$ cat config.mk
export PLATFORM = sky130hd
export DESIGN_NAME = prog_sop_eval
export DESIGN_NICKNAME = d
export VERILOG_FILES = /design/src/rtl/prog_sop_pkg.sv /design/src/rtl/sop_term_match.sv /design/src/rtl/prog_sop_eval.sv
export SDC_FILE = /design/constraint.sdc
export NUM_CORES = 1
export LEC_CHECK = 0
export CAP_MARGIN = 10
export CORE_ASPECT_RATIO = 1.4
export CORE_UTILIZATION = 55
export CTS_BUF_LIST = sky130_fd_sc_hd__clkbuf_4 sky130_fd_sc_hd__clkbuf_8
export CTS_CLUSTER_DIAMETER = 120
export DETAILED_ROUTE_END_ITERATION = 8
export DONT_BUFFER_PORTS = 1
export PLACE_DENSITY = 0.73
export REMOVE_ABC_BUFFERS = 1
export SYNTH_ARGS = -nofsm -noshare
export SYNTH_HDL_FRONTEND = slang
export SYNTH_SLANG_ARGS = --single-unit
$ cat constraint.sdc
create_clock -name clk -period 1.55 [get_ports clk]
set_clock_uncertainty 0.15 [all_clocks]
set_input_delay 0.2325 -clock clk [delete_from_list [all_inputs] [get_ports clk]]
set_output_delay 0.2325 -clock clk [all_outputs]
set_load 0.01 [all_outputs]
$ cat src/rtl/prog_sop_pkg.sv
// Shared types for the programmable SOP/POS evaluator.
package prog_sop_pkg;

  // Widest supported input vector and term table.
  localparam int N_IN_MAX    = 16;
  localparam int N_TERMS_MAX = 32;

  // Index width for the default 9-term table.
  localparam int IDX_W_DEFAULT = 4;

  typedef enum logic {
    MODE_SOP = 1'b0,
    MODE_POS = 1'b1
  } sop_mode_e;

  // One term/clause entry. Sized for the widest input vector; only the low
  // N_IN bits of care/pol are meaningful for a given instance.
  typedef struct packed {
    logic                en;
    logic [N_IN_MAX-1:0] care;
    logic [N_IN_MAX-1:0] pol;
  } term_cfg_t;

  // Width of a term index port; never narrower than one bit.
  function automatic int idx_width(input int n_terms);
    return (n_terms > 1) ? $clog2(n_terms) : 1;
  endfunction

endpackage

$ cat src/rtl/sop_term_match.sv
// Combinational single-term matcher: product term (SOP) or sum clause (POS).
module sop_term_match
  import prog_sop_pkg::*;
#(
  parameter int N_IN = 5
) (
  input  term_cfg_t        cfg,
  input  sop_mode_e        mode,
  input  logic [N_IN-1:0]  in_data,
  output logic             hit
);

  logic [N_IN-1:0] care;
  logic [N_IN-1:0] pol;
  logic [N_IN-1:0] lit_ok;

  assign care   = cfg.care[N_IN-1:0];
  assign pol    = cfg.pol[N_IN-1:0];
  assign lit_ok = ~(in_data ^ pol);

  // Upper care/pol bits exist only to keep the entry type width-independent.
  generate
    if (N_IN < N_IN_MAX) begin : g_pad
      logic unused_hi;
      assign unused_hi = ^{cfg.care[N_IN_MAX-1:N_IN], cfg.pol[N_IN_MAX-1:N_IN]};
    end
  endgenerate

  // SOP: all cared literals true; POS: any cared literal true (disabled clause is 1).
  always_comb begin
    if (mode == MODE_SOP) begin
      hit = cfg.en & (&(lit_ok | ~care));
    end else begin
      hit = ~cfg.en | (|(lit_ok & care));
    end
  end

endmodule

$ cat src/rtl/prog_sop_eval.sv
// Programmable two-stage SOP/POS evaluator with valid/ready on both sides.
module prog_sop_eval
  import prog_sop_pkg::*;
#(
  parameter  int N_IN    = 5,
  parameter  int N_TERMS = 9,
  localparam int IDX_W   = idx_width(N_TERMS)
) (
  input  logic               clk,
  input  logic               rst_n,
  input  logic               cfg_we,
  input  logic [IDX_W-1:0]   cfg_idx,
  input  logic               cfg_en,
  input  logic [N_IN-1:0]    cfg_care,
  input  logic [N_IN-1:0]    cfg_pol,
  input  logic               mode_we,
  input  logic               cfg_mode,
  input  logic               in_valid,
  output logic               in_ready,
  input  logic [N_IN-1:0]    in_data,
  output logic               out_valid,
  input  logic               out_ready,
  output logic               out_y,
  output logic [N_TERMS-1:0] out_hits
);

  sop_mode_e          mode_reg;
  logic [N_TERMS-1:0] hits_comb;

  logic               s1_v_reg;
  logic [N_TERMS-1:0] s1_hits_reg;
  sop_mode_e          s1_mode_reg;

  logic               out_valid_reg;
  logic               out_y_reg;
  logic [N_TERMS-1:0] out_hits_reg;

  logic               adv2;
  logic               accept;
  logic               y_next;

  // Stage 2 takes a token when it is empty or its current result is consumed.
  assign adv2     = s1_v_reg & (~out_valid_reg | out_ready);
  assign in_ready = ~s1_v_reg | adv2;
  assign accept   = in_valid & in_ready;

  // Term table: one entry register plus its matcher per term. Indices beyond
  // the table never compare equal to any gi, so such writes are dropped.
  generate
    for (genvar gi = 0; gi < N_TERMS; gi++) begin : g_term
      term_cfg_t cfg_reg;

      // Entry write; cleared on reset so every term starts disabled.
      always_ff @(posedge clk or negedge rst_n) begin
        if (!rst_n) begin
          cfg_reg <= '0;
        end else if (cfg_we && (cfg_idx == IDX_W'(gi))) begin
          cfg_reg.en   <= cfg_en;
          cfg_reg.care <= N_IN_MAX'(cfg_care);
          cfg_reg.pol  <= N_IN_MAX'(cfg_pol);
        end
      end

      sop_term_match #(.N_IN(N_IN)) u_match (
        .cfg     (cfg_reg),
        .mode    (mode_reg),
        .in_data (in_data),
        .hit     (hits_comb[gi])
      );
    end
  endgenerate

  // Mode register; independent of the term write so both may land together.
  always_ff @(posedge clk or negedge rst_n) begin
    if (!rst_n) begin
      mode_reg <= MODE_SOP;
    end else if (mode_we) begin
      mode_reg <= sop_mode_e'(cfg_mode);
    end
  end

  // Stage 1: capture hits and the mode they were computed under.
  always_ff @(posedge clk or negedge rst_n) begin
    if (!rst_n) begin
      s1_v_reg    <= 1'b0;
      s1_hits_reg <= '0;
      s1_mode_reg <= MODE_SOP;
    end else if (accept) begin
      s1_v_reg    <= 1'b1;
      s1_hits_reg <= hits_comb;
      s1_mode_reg <= mode_reg;
    end else if (adv2) begin
      s1_v_reg    <= 1'b0;
    end
  end

  // Reduce the captured hits using the mode that travelled with them.
  always_comb begin
    y_next = (s1_mode_reg == MODE_SOP) ? (|s1_hits_reg) : (&s1_hits_reg);
  end

  // Stage 2: result register, held steady while the consumer stalls.
  always_ff @(posedge clk or negedge rst_n) begin
    if (!rst_n) begin
      out_valid_reg <= 1'b0;
      out_y_reg     <= 1'b0;
      out_hits_reg  <= '0;
    end else if (adv2) begin
      out_valid_reg <= 1'b1;
      out_y_reg     <= y_next;
      out_hits_reg  <= s1_hits_reg;
    end else if (out_ready) begin
      out_valid_reg <= 1'b0;
    end
  end

  assign out_valid = out_valid_reg;
  assign out_y     = out_y_reg;
  assign out_hits  = out_hits_reg;

endmodule

* After elaboration in Yosys (flattened, before gate mapping)
Index checks and enable logic that the tools add are counted.
** Storage, ports and cells
- Bits in registers :: 122
- Input bits :: 27
** Cells by class
- Equal/unequal tests :: 8
- Muxes and demuxes :: 14
- Bitwise operators :: 78
- Reduce and logical (&&, ||, !) cells :: 32
** Operator list (count)
- $not A5 Y5 :: 18
- $and A5 B5 Y5 :: 9
- $or A5 B5 Y5 :: 9
- $reduce_and A5 Y1 :: 9
- $reduce_or A5 Y1 :: 9
- $xor A5 B5 Y5 :: 9
- $eq A4 B3 Y1 const B :: 4
- $mux W1 :: 14
- $and A1 B1 Y1 :: 11
- $not A1 Y1 :: 11
- $or A1 B1 Y1 :: 11
- $logic_and A1 B1 Y1 :: 9
- $reduce_and A9 Y1 :: 1
- $reduce_or A9 Y1 :: 1
- $eq A4 B2 Y1 const B :: 2
- $eq A4 B1 Y1 const B :: 1
- $eq A4 B4 Y1 const B :: 1
- $logic_not A4 Y1 :: 1
- $reduce_bool A2 Y1 :: 2

* Logic depth before layout (Yosys ltp)
- Word-level depth :: 6
- Depth in mapped cells :: 7
- Mapped depth without buffers :: 5

* By module
From an unflattened synthesis, not the netlist that was laid out.
** Second synthesis, totals
- Cells, all modules :: 451
- Area, all modules :: 5878.1 sq um
** Modules (own cells, without submodules)
- prog_sop_eval :: instances 1, cells each 280, area each 4752.1 sq um, sequential area each 3052.9 sq um
- sop_term_match :: instances 9, cells each 19, area each 125.1 sq um, sequential area each 0.0 sq um

* Worst setup path before layout
OpenSTA, ideal clock, no wires.
- Path kind :: reg-to-reg
- Start point :: reg out_valid_reg, in the netlist out_valid
- End point :: reg s1_hits_reg[0]
- Setup time :: 136 ps
- Arrival :: 1345 ps
- Slack :: -81 ps
- Cell stages (with the launch flop) :: 8
- Period minus slack after synthesis :: 1631 ps
- Path through :: dfrtp_1 -> and3b_1 -> buf_2 -> inv_1 -> nand2_1 -> buf_4 -> nand2_1 -> o211ai_1
** On the way
- Word-level cells in the longest chain between the ends :: 5
** RTL lines
- start, declared :: RTL line prog_sop_eval.sv:34 : logic out_valid_reg;
- start signal, assigned :: RTL line prog_sop_eval.sv:105 : out_valid_reg <= 1'b0;
- start signal, assigned :: RTL line prog_sop_eval.sv:109 : out_valid_reg <= 1'b1;
- start signal, assigned :: RTL line prog_sop_eval.sv:113 : out_valid_reg <= 1'b0;
- $not A1 Y1 :: RTL line prog_sop_eval.sv:43 : assign adv2 = s1_v_reg & (~out_valid_reg | out_ready);
- $or A1 B1 Y1 :: RTL line prog_sop_eval.sv:43
- $and A1 B1 Y1 :: RTL line prog_sop_eval.sv:43
- $or A1 B1 Y1 :: RTL line prog_sop_eval.sv:44 : assign in_ready = ~s1_v_reg | adv2;
- named net in_ready :: RTL line prog_sop_eval.sv:19 : output logic in_ready,
- $and A1 B1 Y1 :: RTL line prog_sop_eval.sv:45 : assign accept = in_valid & in_ready;
- end signal, assigned :: RTL line prog_sop_eval.sv:90 : s1_hits_reg <= hits_comb;
- end, declared :: RTL line prog_sop_eval.sv:31 : logic [N_TERMS-1:0] s1_hits_reg;
The timed path passes the listed nets, and every way through them passes these cells.
A chain may end at the register's enable or synchronous reset.

* Final worst setup path
- Start point :: reg s1_v_reg
- End point :: out in_ready
** On the way
- Word-level cells in the longest chain between the ends :: 2
** RTL lines
- start, declared :: RTL line prog_sop_eval.sv:30 : logic s1_v_reg;
- start signal, assigned :: RTL line prog_sop_eval.sv:85 : s1_v_reg <= 1'b0;
- start signal, assigned :: RTL line prog_sop_eval.sv:89 : s1_v_reg <= 1'b1;
- start signal, assigned :: RTL line prog_sop_eval.sv:93 : s1_v_reg <= 1'b0;
- $and A1 B1 Y1 / $not A1 Y1 (equally long branches) :: RTL line prog_sop_eval.sv:43, prog_sop_eval.sv:44
- $or A1 B1 Y1 (*) :: RTL line prog_sop_eval.sv:44
- end, declared :: RTL line prog_sop_eval.sv:19
Every way passes the cells marked *; elsewhere a longest branch is shown, timed or not.

==> flow_summary_export.csv <==
group,metric,value,unit
run_status,status,"finished with violations",
global_routing,grt_pass1_wl,22300,um
global_routing,grt_overflow,0,
yosys,ys.warnings.count,0,
global_routing,grt_antenna_before_repair,2,
timing,fin_ws,-0.146,ns
route,via_count,4188,
finish,area_delta_synth_final,16.1,%
critical_path,required,1.17,ns
floorplanning,rows,43,
cts,holdBufCountCts,18,
timing,maxSlewViolCount,0,
power,power_density,1410,nW/um^2
power,vdd_drop_max,0.000659,V
route,drc,0,
finish,mostFrequentLayoutCell,"dfrtp_1",
cts,clock_path_buffers,2,
critical_path,timing.rr.start,"s1_v_reg",
floorplanning,die_w,88.6,um
timing,fmax,0.590,GHz
critical_path,start_kind,"flop",
timing,tns,-0.556,ns
timing,setup_viol,8,
floorplanning,start_util,57.5,%
route,wl_per_cell,20.3,um
yosys,synth_cell_types,28,
critical_path,rrSetupSlack,-0.12,ns
yosys,synthesis.area,5780,sq um
yosys,ys_seq_area_share,52.8,%
global_routing,grt_pass1_vias,4309,
placement,dp_slack,-0.134,ns
cts,worst_skew_pair.late_latency,0.45,ns
route,wirelength,14200,um
finish,mostFrequentLayoutCells,"dfrtp_1, mux2_2, inv_1",
route,via_per_inst,5.98,
finish,drive_gt1_share,26.1,%
floorplanning,ioPinCount,39,
placement,portBuffers,0,
route,dr.pass1.iters,6,
global_routing,track_usage,28.8,%
cts,cts-root-buf,"clkbuf_8",
floorplanning,die_area,10900,sq um
finish,nets,577,
timing,min_period,1.70,ns
floorplanning,die_h,123,um
timing,finalCritPeriodShare,109,%
floorplanning,coreArea,10100,sq um
finish,largest_reg_flops,99,
critical_path,end_kind,"primary output",
cts,cts_tree,"built",
route,drtAntennaViolNets,0,
yosys,avgSynthCellArea,11.2,sq um
timing,tightestPinTransition,0.610,ns
yosys,ys_seq_elements,122,
critical_path,rr_worst_depth,5,
cts,cts_buffers,17,
finish,seqCellArea,3050,sq um
power,p_leak,2.96,nW
finish,n_fill_cell,765,
critical_path,crit_arrival,1.31,ns
min_path,hold_class,"input pin to async pin",
critical_path,path_class,"flop to primary output",
placement,place.gp.congestion,0.893,
finish,final_util,66.7,%
timing,max-slew-margin-rel,59.2,%
critical_path,crit_fanout,7,
global_routing,grt_max_degree,123,
yosys,netlist_instances,515,
placement,hpwl,8990,um
cts,htree_levels,4,
cts,path_clk_slew,0.07,ns
finish,multiInputGateArea,2460,sq um
timing,rsz0062_at_grt,"yes",
run_status,violations,"hold timing, setup timing",
route,drt_iter0_markers,343,
run,cap_violations,0,
timing,hold_viol,122,
critical_path,timing.rr.end,"s1_hits_reg[6]",
cts,cts_sinks,122,
timing,timing.hold.ws,-0.682,ns
==> per-layer routing <==
layer	up-vias	track usage (%)	part of all wire (%)
met1	2095	36.0	40
met4	0	15.2	4.4
met3	52	8.95	6.4
met2	184	44.4	49
li1	1857	-	-
met5	-	0	0
==> metrics by stage <==
step / instances / area (sq um) / power (W)
final: 700 / 6710 / 0.00946
after global routing: 700 / 6710 / 0.00992
after CTS: 696 / 6630 / 0.00939
after detailed placement: 644 / 5980 / 0.00628
after global placement: 644 / 5980 / 0.00617
after floorplan: 489 / 5630 / 0.00578
==> cells by family (layout without fill, tap and decap cells) <==
family | count (synthesis) | in the layout | share of synthesized area, %
buffers and inverters | 81 | 129 | 6.26
XOR/XNOR | 45 | 45 | 6.82
flip-flops | 122 | 122 | 52.8
AO/OA/AOI/OAI | 112 | 112 | 12.2
other | 0 | 2 | 0
AND/OR/NAND/NOR | 81 | 81 | 7.47
multiplexers | 74 | 74 | 14.4
==> final cells by class <==
cell class | count | share of cell area, %
flip-flops and latches | 122 | 45.5
multi-input cells | 312 | 36.6
repair buffers | 42 | 6.04
clock buffers | 24 | 4.45
inverters | 55 | 3.07
well taps | 135 | 2.52
clock inverters | 8 | 1.75
diodes | 2 | 0.0745
==> Yosys cell counts <==
master / number / area (sq um)
a2111oi_0: 9 / 78.8
a21oi_1: 1 / 5.00
a22oi_1: 18 / 135
and3b_1: 1 / 8.76
buf_2: 13 / 65.1
buf_4: 9 / 67.6
buf_6: 1 / 11.3
clkbuf_1: 3 / 11.3
dfrtp_1: 122 / 3050
inv_1: 55 / 206
mux2_2: 74 / 833
nand2_1: 50 / 188
nand2b_1: 4 / 25.0
nand2b_4: 1 / 13.8
nand3_1: 10 / 50.1
nand3b_1: 3 / 22.5
nand4_1: 2 / 12.5
nor2_1: 1 / 3.75
nor2_2: 2 / 12.5
nor3_4: 3 / 48.8
nor3b_2: 1 / 12.5
nor4_1: 2 / 12.5
nor4_4: 1 / 21.3
o211ai_1: 9 / 67.6
o21ai_0: 48 / 240
o22ai_1: 18 / 113
o31ai_1: 9 / 67.6
xor2_1: 45 / 394
==> critical path, stage by stage (launching register included) <==
cell,delay (ns)
dfrtp_1,0.38
and3b_2,0.29
inv_2,0.09
buf_6,0.10
==> repair_timing <==
action,CTS,global route
pin swaps,4,6
gates resized for setup,13,9
hold endpoints to repair,225,122
buffers inserted,2,2
endpoints found under the setup margin,11,19
cloned,0,0
==> worst max path at each step <==
stage                     startpoint  slack, ns        endpoint  cells after the start
after floorplan            out_valid      -0.25     s1_mode_reg                      4
after global placement      s1_v_reg      -0.05     s1_mode_reg                      4
after detailed placement    s1_v_reg      -0.13  s1_hits_reg[6]                      4
after CTS                  out_valid      -0.14        in_ready                      3
after global routing        s1_v_reg      -0.19        in_ready                      3
final                       s1_v_reg      -0.15        in_ready                      3
==> power breakdown <==
group          switching [W]  leakage (nW)  total (W)  internal [W]
clock                0.00123         0.218    0.00298       0.00175
sequential          0.000586          1.48    0.00455       0.00396
combinational       0.000973          1.26    0.00193      0.000959
Note: power is estimated with default switching activity, not from simulation.
